### src/rtl/pipe_hazard_ctrl.sv
// Hazard and sequencing controller for the five-stage pipeline: RAW stalls,
// EX-resolved branch/call flushes and return sequencing, plus stall statistics.
module pipe_hazard_ctrl #(
  parameter logic [3:0]  OP_RET      = 4'b1111,
  parameter int unsigned RET_TIMEOUT = 8,
  parameter int unsigned CNT_W       = 16
) (
  input  logic             clk,
  input  logic             rst_n,
  input  logic             id_valid,
  input  logic [3:0]       id_opcode,
  input  logic [3:0]       id_rs,
  input  logic [3:0]       id_rt,
  input  logic             id_rs_used,
  input  logic             id_rt_used,
  input  logic             idex_reg_write,
  input  logic [3:0]       idex_rd,
  input  logic             exmem_reg_write,
  input  logic [3:0]       exmem_rd,
  input  logic             ex_pc_src,
  input  logic             wb_ret,
  output logic             pc_hold,
  output logic [1:0]       pc_sel,
  output logic             ifid_hold,
  output logic             ifid_flush,
  output logic             idex_bubble,
  output logic [CNT_W-1:0] stall_cnt,
  output logic             ret_err
);

  localparam int unsigned WCNT_W = (RET_TIMEOUT > 1) ? $clog2(RET_TIMEOUT) : 1;
  localparam logic [1:0] PC_SEQ = 2'd0;
  localparam logic [1:0] PC_EX  = 2'd1;
  localparam logic [1:0] PC_RET = 2'd2;
  localparam logic [WCNT_W-1:0] WCNT_LAST = WCNT_W'(RET_TIMEOUT - 1);
  localparam logic [CNT_W-1:0]  CNT_MAX   = '1;

  typedef enum logic {
    S_RUN,
    S_RET_WAIT
  } state_e;

  state_e            state_q, state_d;
  logic [WCNT_W-1:0] wcnt_q, wcnt_d;
  logic [CNT_W-1:0]  stall_cnt_q, stall_cnt_d;
  logic              ret_err_q, ret_err_d;

  logic       pc_hold_c;
  logic [1:0] pc_sel_c;
  logic       ifid_hold_c;
  logic       ifid_flush_c;
  logic       idex_bubble_c;

  logic rs_match, rt_match, data_haz, ret_in_id;

  // RAW check against EX and MEM only; WB writes before the register file read
  assign rs_match = id_rs_used && (id_rs != 4'd0) &&
                    ((idex_reg_write && (idex_rd == id_rs)) ||
                     (exmem_reg_write && (exmem_rd == id_rs)));
  assign rt_match = id_rt_used && (id_rt != 4'd0) &&
                    ((idex_reg_write && (idex_rd == id_rt)) ||
                     (exmem_reg_write && (exmem_rd == id_rt)));
  assign data_haz  = id_valid && (rs_match || rt_match);
  assign ret_in_id = id_valid && (id_opcode == OP_RET);

  always_ff @(posedge clk or negedge rst_n) begin
    if (!rst_n) begin
      state_q     <= S_RUN;
      wcnt_q      <= '0;
      stall_cnt_q <= '0;
      ret_err_q   <= 1'b0;
    end else begin
      state_q     <= state_d;
      wcnt_q      <= wcnt_d;
      stall_cnt_q <= stall_cnt_d;
      ret_err_q   <= ret_err_d;
    end
  end

  always_comb begin
    state_d       = state_q;
    wcnt_d        = wcnt_q;
    ret_err_d     = ret_err_q;
    pc_hold_c     = 1'b0;
    pc_sel_c      = PC_SEQ;
    ifid_hold_c   = 1'b0;
    ifid_flush_c  = 1'b0;
    idex_bubble_c = 1'b0;

    unique case (state_q)
      S_RUN: begin
        if (ex_pc_src) begin
          // Wrong-path hazards and returns in ID are discarded by the flush
          pc_sel_c      = PC_EX;
          ifid_flush_c  = 1'b1;
          idex_bubble_c = 1'b1;
        end else if (data_haz) begin
          pc_hold_c     = 1'b1;
          ifid_hold_c   = 1'b1;
          idex_bubble_c = 1'b1;
        end else if (ret_in_id) begin
          state_d = S_RET_WAIT;
          wcnt_d  = '0;
        end
      end
      S_RET_WAIT: begin
        // Kill whatever was fetched behind the return until its target is known
        pc_hold_c     = 1'b1;
        ifid_flush_c  = 1'b1;
        idex_bubble_c = 1'b1;
        if (wb_ret) begin
          pc_sel_c  = PC_RET;
          pc_hold_c = 1'b0;
          state_d   = S_RUN;
          wcnt_d    = '0;
        end else if (wcnt_q == WCNT_LAST) begin
          ret_err_d = 1'b1;
          state_d   = S_RUN;
          wcnt_d    = '0;
        end else begin
          wcnt_d = wcnt_q + WCNT_W'(1);
        end
      end
      default: begin
        state_d = S_RUN;
        wcnt_d  = '0;
      end
    endcase
  end

  // Saturating count of PC-hold cycles
  always_comb begin
    stall_cnt_d = stall_cnt_q;
    if (pc_hold_c && (stall_cnt_q != CNT_MAX)) begin
      stall_cnt_d = stall_cnt_q + CNT_W'(1);
    end
  end

  assign pc_hold     = rst_n & pc_hold_c;
  assign pc_sel      = rst_n ? pc_sel_c : PC_SEQ;
  assign ifid_hold   = rst_n & ifid_hold_c;
  assign ifid_flush  = rst_n & ifid_flush_c;
  assign idex_bubble = rst_n & idex_bubble_c;
  assign stall_cnt   = stall_cnt_q;
  assign ret_err     = ret_err_q;

endmodule

### config.mk
export PLATFORM = sky130hd
export DESIGN_NAME = pipe_hazard_ctrl
export DESIGN_NICKNAME = d
export VERILOG_FILES = /design/src/rtl/pipe_hazard_ctrl.sv
export SDC_FILE = /design/constraint.sdc
export NUM_CORES = 1
export LEC_CHECK = 0
export ABC_AREA = 1
export CORE_MARGIN = 10
export CORE_UTILIZATION = 45
export CTS_BUF_LIST = sky130_fd_sc_hd__clkbuf_8
export CTS_CLUSTER_SIZE = 40
export DETAILED_ROUTE_END_ITERATION = 10
export GPL_ROUTABILITY_DRIVEN = 0
export GPL_TIMING_DRIVEN = 0
export PLACE_DENSITY_LB_ADDON = 0.15
export SLEW_MARGIN = 20
export SYNTH_ARGS = -nofsm -noshare
export SYNTH_HDL_FRONTEND = slang
export SYNTH_SLANG_ARGS = --single-unit
### constraint.sdc
create_clock -name clk -period 3.9 [get_ports clk]
set_input_delay 0.78 -clock clk [delete_from_list [all_inputs] [get_ports clk]]
set_output_delay 0.78 -clock clk [all_outputs]
set_load 0.02 [all_outputs]
==> impl_metrics.csv, run 1 <==
group,metric,value,unit
outcome,status,"finished clean",
setup_path,r2r-end,"stall_cnt[2]$_DFFE_PN0P_",
setup_path,critPathMaxFanout,3,
setup_path,crit_top_cell,"nand2_1",
setup_path,timing.rr.start,"stall_cnt[0]$_DFFE_PN0P_",
power,sequentialPowerShare,45.1,%
placement,port_buffers,51,
synth,avgSynthCellArea,6.74,sq um
placement,hpwl,3.32,mm
setup_path,critPathRequiredTime,3120,ps
setup_path,cp_num_cells,12,
synth,syn_area,0.00156,sq mm
sta,clock_skew,4.64,ps
finish,num_antenna_cells,0,
synth,synth_top_area_share,33.6,%
synth,synth_ff_type,"dfrtp_1",
sta,slew_headroom,35.8,%
sta,tightest_slew,962,ps
sta,slew_violations,0,
route,post_drt_wl_per_cell,12.1,um
setup_path,cp.arrival,2700,ps
setup_path,cp_num_buf_inv,3,
setup_path,crit_type,"in2out",
setup_path,cp_slowest_cell,"clkdlybuf4s50_1",
grt,antenna_found_initial,0,
synth,syn_nets,264,
power,pwr-share-clk,24.8,%
cts,h-tree-depth,1,
worst_hold_path,hold_start,"ret_err$_DFFE_PN0P_",
finish,fin_area,0.00218,sq mm
die,initial_utilization,46.8,%
worst_hold_path,worstHoldPathType,"reg2reg",
synth,synthArstFlopShare,100,%
cts,path_clk_slew,80,ps
finish,area_growth,39.5,%
setup_path,cp_cell_sequence,"clkdlybuf4s50_1 > inv_2 > nand2_1 > nand2_1 > nor2_1 > nand3_1 > nand2_1 > nand2_1 > nand2_1 > nand3_2 > a21oi_1 > clkdlybuf4s50_1",
synth,yosys.area_share.simple,45.2,%
sta,fmaxAchievable,288,MHz
grt,grt_pass1_wl,7.16,mm
route,drc_errors,0,
sta,min_period,3480,ps
route,drt_wl_total,4.04,mm
setup_path,crit_path_start_kind,"input port",
synth,synth_xor_xnor_area_share,8.97,%
die,num_io_pins,52,
synth,yosysSeqAreaShare,33.6,%
power,p_sw_share,31.7,%
die,die_h,78.9,um
synth,synth_compound_area_share,3.12,%
sta,finalSetupViolCount,0,
sta,fin_tns_setup,0,ps
setup_path,rr_worst_depth,9,
cts,cts_inserted_buffers,3,
worst_hold_path,whs_path_depth,1,
route,drt_pass1_iterations,4,
finish,multi_input_area,933,sq um
cts,cts_setup_buffers,0,
die,coreArea,0.00334,sq mm
synth,yosys_register_bits,21,
sta,min_period_over_period,89.2,%
finish,regArea,526,sq um
cts,clk_latency,260,ps
route,dr.first_iter.drc_count,99,
die,die_w,78.9,um
worst_hold_path,hold_path_end,"ret_err$_DFFE_PN0P_",
power,powerDensity,268,mW/mm^2
route,ant_nets,0,
cts,cts_tree,"built",
power,peakVddDrop,0.415,mV
finish,drive_gt1_share,7.32,%
finish,nets,320,
placement,post-place-ws,55.2,ps
power,p_comb_share,30.1,%
die,die_area,0.00623,sq mm
synth,synth_edf_count,0,
finish,fill_cells,315,
cts,cts_resized,0,
placement,place_area,0.00213,sq mm
route,vias,1587,
synth,synth-warning-count,0,
synth,synth_mux_area_share,0,%
synth,synth_area_leaders,"dfrtp_1 (34%), nand2_1 (22%), nand3_1 (9.6%)",
synth,synth_top_family_by_area,"simple AND/OR/NAND/NOR gates",
synth,synth_adder_area_share,2.40,%
grt,grt_pass1_vias,1540,
grt,grt.overflow.total,0,
power,switchingPower,0.186,mW
route,viasPerCell,4.77,
setup_path,worstSetupEndpointType,"output port",
finish,post-route-util,65.3,%
synth,syn_inst,232,
power,intPower,0.399,mW
synth,yosys.cell_types.count,27,
sta,hold_viol_final,0,
flow_run,maxCapViolCount,0,
setup_path,path_delay_family,"buffers and inverters",
cts,ctsHoldBuffers,0,
sta,finalWorstSetupSlack,423,ps
setup_path,worst-r2r-setup-slack,1940,ps
power,p_leak,1.10,nW
sta,rsz0062_at_grt,"false",
cts,root_buffer,"clkbuf_8",
grt,grt_usage,13.8,%
synth,yosysTopAreaCell,"dfrtp_1",
cts,cts_sinks,21,
grt,grt_max_degree,23,
setup_path,cpPeakStageDelay,630,ps
cts,clockBufferDepth,2,
die,rows,21,
layout make-up:
type	instances	share of cell area [%]
multi-input combinational	186	42.8
sequential	21	24.1
timing repair buffer	51	23.5
inverter	22	3.79
tap	46	2.64
clock buffer	3	1.89
buffer	3	0.976
clock inverter	1	0.230
cells by family after synthesis:
| logic type | count (synthesis) |
|---|---|
| buffers and inverters | 25 |
| flip-flops | 21 |
| AND/OR/NAND/NOR | 159 |
| XOR/XNOR | 16 |
| AO/OA/AOI/OAI | 8 |
| adder cells (fa/ha/maj) | 3 |
power by group through the flow:
stage          Clock [mW]  Sequential (mW)  Combinational [mW]
6_report            0.145            0.264               0.176
5_1_grt             0.157            0.270               0.200
4_1_cts             0.150            0.264               0.179
3_5_place_dp            0            0.267               0.178
3_3_place_gp            0            0.268               0.175
2_1_floorplan           0            0.284              0.0695
placed cells by master (no fill, tap or decap), drive strengths merged:
cell            n
clkdlybuf4s50  50
clkinv          1
a21o            1
ha              3
dlymetal6s2s    1
nand4           1
o21ai           2
o22ai           1
nand2          94
nand3          32
nor3            3
nand3b          1
xnor2           9
dfrtp          21
xor2            7
nor2           24
nor4            3
buf             3
o21a            2
inv            22
a21oi           2
or2             1
clkbuf          3
registers in the layout, summed over array words and instances (netlist names):
register	count
stall_cnt	16
wcnt_q	3
ret_err	1
state_q	1
per-layer routing:
metal | global-route usage [%] | wire length [um] | vias to the layer above
li1 | - | - | 843
met1 | 16.8 | 1750 | 708
met2 | 23.7 | 2040 | 34
met3 | 4.28 | 223 | 2
met4 | 2.15 | 20 | 0
met5 | 0 | 0 | -
metrics by stage:
| step | total power [mW] | instances | hold slack (ps) |
|---|---|---|---|
| global placement | 0.442 | 329 | 444 |
| floorplan | 0.353 | 232 | 464 |
| detailed placement | 0.446 | 329 | 446 |
| CTS | 0.593 | 333 | 469 |
| global route | 0.627 | 333 | 486 |
| finish | 0.585 | 333 | 462 |
worst max-delay path by stage:
stage,from,end
detailed placement,rst_n,idex_bubble
finish,id_rt[1],pc_hold
floorplan,id_rs[1],pc_hold
global placement,rst_n,pc_hold
CTS,rst_n,pc_hold
global route,id_rt[3],pc_hold
synthesized netlist by cell type (3+ instances only):
library cell,count
xnor2_1,9
nor2_1,22
inv_1,17
ha_1,3
nor4_1,3
inv_2,5
nand2_1,92
xor2_1,7
dfrtp_1,21
nand3_1,30
Power figures use the tool's default switching activity.
==> inputs of run 2 (changes only) <==
- ABC_AREA: 1 -> 0
- CORE_MARGIN: 10 -> default
- SLEW_MARGIN: 20 -> default
==> run 2 against run 1 <==
  * The run now ends with design-rule violations left
  * Worst setup slack got worse by 130 ps
  * Area after synthesis fell by 10%
  * Combinational power is 4% lower
  * Hold slack better by 6.4 ps
  * Power shrank 0.85%
  * Via count decreased by 24%
  * Sequential cell count unchanged
  * Clock skew is 3.0 ps lower
  * Sequential share of layout area rose by 2.0 points
==> impl_metrics.csv, run 2 <==
group,metric,value,unit
setup_path,r2r-end,"stall_cnt[1]$_DFFE_PN0P_",
finish,layout_commonest_cell,"clkdlybuf4s50_1",
power,intPower,0.409,mW
cts,ctsHoldBuffers,0,
setup_path,critPathRequiredTime,3120,ps
placement,port_buffers,51,
sta,tightest_slew,1080,ps
power,sequentialPowerShare,46.3,%
route,drc_errors,4,
setup_path,cp_num_buf_inv,2,
synth,yosysMostFrequentCell,"dfrtp_1",
route,ant_nets,0,
synth,yosysSeqAreaShare,37.4,%
synth,avgSynthCellArea,10.6,sq um
grt,grt_usage,22.2,%
setup_path,cpPeakStageDelay,1190,ps
route,vias,1200,
die,die_h,57.9,um
setup_path,crit_path_start_kind,"input port",
cts,cts_tree,"built",
setup_path,cp_cell_sequence,"clkdlybuf4s50_1 > and3_1 > clkdlybuf4s50_1",
sta,min_period,3610,ps
setup_path,worstSetupEndpointType,"output port",
setup_path,cp.arrival,2830,ps
synth,synthArstFlopShare,100,%
power,switchingPower,0.171,mW
worst_hold_path,hold_start,"ret_err$_DFFE_PN0P_",
power,p_sw_share,29.5,%
flow_run,maxCapViolCount,0,
finish,fin_area,0.00201,sq mm
grt,grt_max_degree,28,
cts,path_clk_slew,70,ps
setup_path,rr_worst_depth,7,
die,num_io_pins,52,
route,dr.first_iter.drc_count,75,
finish,final_cell_mix,"clkdlybuf4s50_1 (48), dfrtp_1 (21), xnor2_1 (19), xor2_1 (12), and3_1 (12)",
setup_path,timing.rr.start,"stall_cnt[0]$_DFFE_PN0P_",
die,coreArea,0.00285,sq mm
sta,min_period_over_period,92.5,%
synth,synth_edf_count,0,
cts,cts_inserted_buffers,3,
outcome,violations,"design-rule violations",
worst_hold_path,hold_path_end,"ret_err$_DFFE_PN0P_",
synth,syn_nets,164,
sta,finalSetupViolCount,0,
placement,place_area,0.00195,sq mm
setup_path,path_delay_family,"buffers and inverters",
power,p_leak,0.888,nW
synth,syn_inst,132,
synth,yosys_register_bits,21,
finish,largest_reg_flops,16,
power,powerDensity,288,mW/mm^2
sta,slew_violations,0,
cts,h-tree-depth,1,
worst_hold_path,whs_path_depth,1,
grt,grt.overflow.total,0,
grt,grt_pass1_wl,5.69,mm
die,initial_utilization,49.2,%
route,viasPerCell,5.48,
sta,fmaxAchievable,277,MHz
sta,fin_tns_setup,0,ps
finish,num_antenna_cells,0,
setup_path,crit_type,"in2out",
route,drt_pass1_iterations,7,
route,post_drt_wl_per_cell,15.0,um
finish,area_growth,43.5,%
power,p_comb_share,29.2,%
synth,synth_area_leaders,"dfrtp_1 (37%), xnor2_1 (12%), xor2_1 (7.5%)",
die,rows,19,
synth,syn_area,0.00140,sq mm
placement,hpwl,2.49,mm
setup_path,worst-r2r-setup-slack,1960,ps
power,pwr-share-clk,24.5,%
setup_path,crit_top_cell,"clkdlybuf4s50_1",
finish,nets,221,
cts,clk_latency,260,ps
sta,clock_skew,1.59,ps
setup_path,cp_slowest_cell,"clkdlybuf4s50_1",
route,drt_wl_total,3.29,mm
die,die_area,0.00335,sq mm
worst_hold_path,worstHoldPathType,"reg2reg",
sta,holdWs,468,ps
sta,slew_headroom,27.5,%
synth,synth_top_area_share,37.4,%
finish,drive_gt1_share,12.8,%
synth,synth_top_cells_by_count,"dfrtp_1 (21), xnor2_1 (19), and3_1 (12), xor2_1 (12), o211ai_2 (8)",
placement,post-place-ws,-73.7,ps
power,peakVddDrop,0.264,mV
grt,grt_pass1_vias,1244,
sta,finalWorstSetupSlack,293,ps
sta,hold_viol_final,0,
setup_path,critPathMaxFanout,27,
synth,yosys.cell_types.count,34,
grt,antenna_found_initial,0,
synth,yosysTopAreaCell,"dfrtp_1",
die,die_w,57.9,um
sta,rsz0062_at_grt,"false",
cts,root_buffer,"clkbuf_8",
cts,clockBufferDepth,2,
outcome,status,"finished, violations left",
synth,synth_ff_type,"dfrtp_1",
cts,cts_sinks,21,
finish,post-route-util,70.6,%
synth,synth-warning-count,0,
[run 2: cell types whose count changed in the layout (fill, tap and decap cells not counted), moves of 5 or more]
cell and change:
nand2_1 -88, nand3_1 -24, nor2_1 -19, inv_1 -17
and3_1 +12, xnor2_1 +10, o211ai_2 +8, inv_2 -5
nand2b_1 +5, o211ai_1 +5, xor2_1 +5
[run 2: layer usage]
layer  vias to the layer above  track usage, %  share of wire (%)  wire [um]
li1                        589               -                  -          -
met1                       570            27.3                 42       1390
met2                        35            36.3                 48       1590
met3                         6            6.03                7.1        233
met4                         0            10.5                2.0         65
met5                         -               0                  0          0
[run 2: logic make-up (layout without fill, tap and decap cells)]
group | count (synthesis) | after routing | synth area share (%)
AO/OA/AOI/OAI | 27 | 27 | 17.9
XOR/XNOR | 31 | 31 | 19.3
adder cells (fa/ha/maj) | 3 | 3 | 2.67
buffers and inverters | 4 | 60 | 2.76
flip-flops | 21 | 21 | 37.4
multiplexers | 1 | 1 | 1.07
AND/OR/NAND/NOR | 45 | 45 | 18.8
[run 2: repair_timing]
action / 4_1_cts / 5_1_grt
pin swaps: 1 / 0
gates resized for setup: 0 / 4
endpoints found under the setup margin: 2 / 3
buffers inserted: 1 / 0
[run 2: worst max-delay path by stage]
stage,from,to,slack [ps],depth (start not counted)
floorplan,id_rs[1],pc_hold,1100,7
global placement,id_rs[1],ifid_hold,-50,9
detailed placement,id_rs[1],ifid_hold,-70,9
global route,rst_n,pc_sel[0],50,4
CTS,id_rs[0],idex_bubble,20,9
finish,rst_n,pc_sel[1],290,3
[run 2: worst reg2reg max path, delay by kind of cell (launching register included)]
family                   cells  cell delay, ps
adder cells (fa/ha/maj)      1             220
multiplexers                 1             320
AO/OA/AOI/OAI                1             160
AND/OR/NAND/NOR              4             720
flip-flops                   1             410
[run 2: power groups by stage]
stage / Combinational, mW / Clock (mW) / Sequential, mW
after floorplan: 0.0673 / 0 / 0.286
after global placement: 0.165 / 0 / 0.270
after detailed placement: 0.171 / 0 / 0.273
after CTS: 0.172 / 0.147 / 0.269
after global routing: 0.189 / 0.157 / 0.273
final: 0.169 / 0.142 / 0.269
[run 2: per-stage QoR]
| stage | power, mW | std cells |
|---|---|---|
| after detailed placement | 0.444 | 214 |
| after floorplan | 0.353 | 132 |
| after global routing | 0.619 | 219 |
| after global placement | 0.436 | 214 |
| final | 0.580 | 219 |
| after CTS | 0.588 | 219 |
[run 2: cell type report]
class                           instances  area [sq um]
Multi-Input combinational cell        107           840
Fill cell                             219           838
Sequential cell                        21           526
Timing Repair Buffer                   52           526
Clock buffer                            3          41.3
Buffer                                  4          38.8
Tap cell                               31          38.8
Clock inverter                          1          5.00
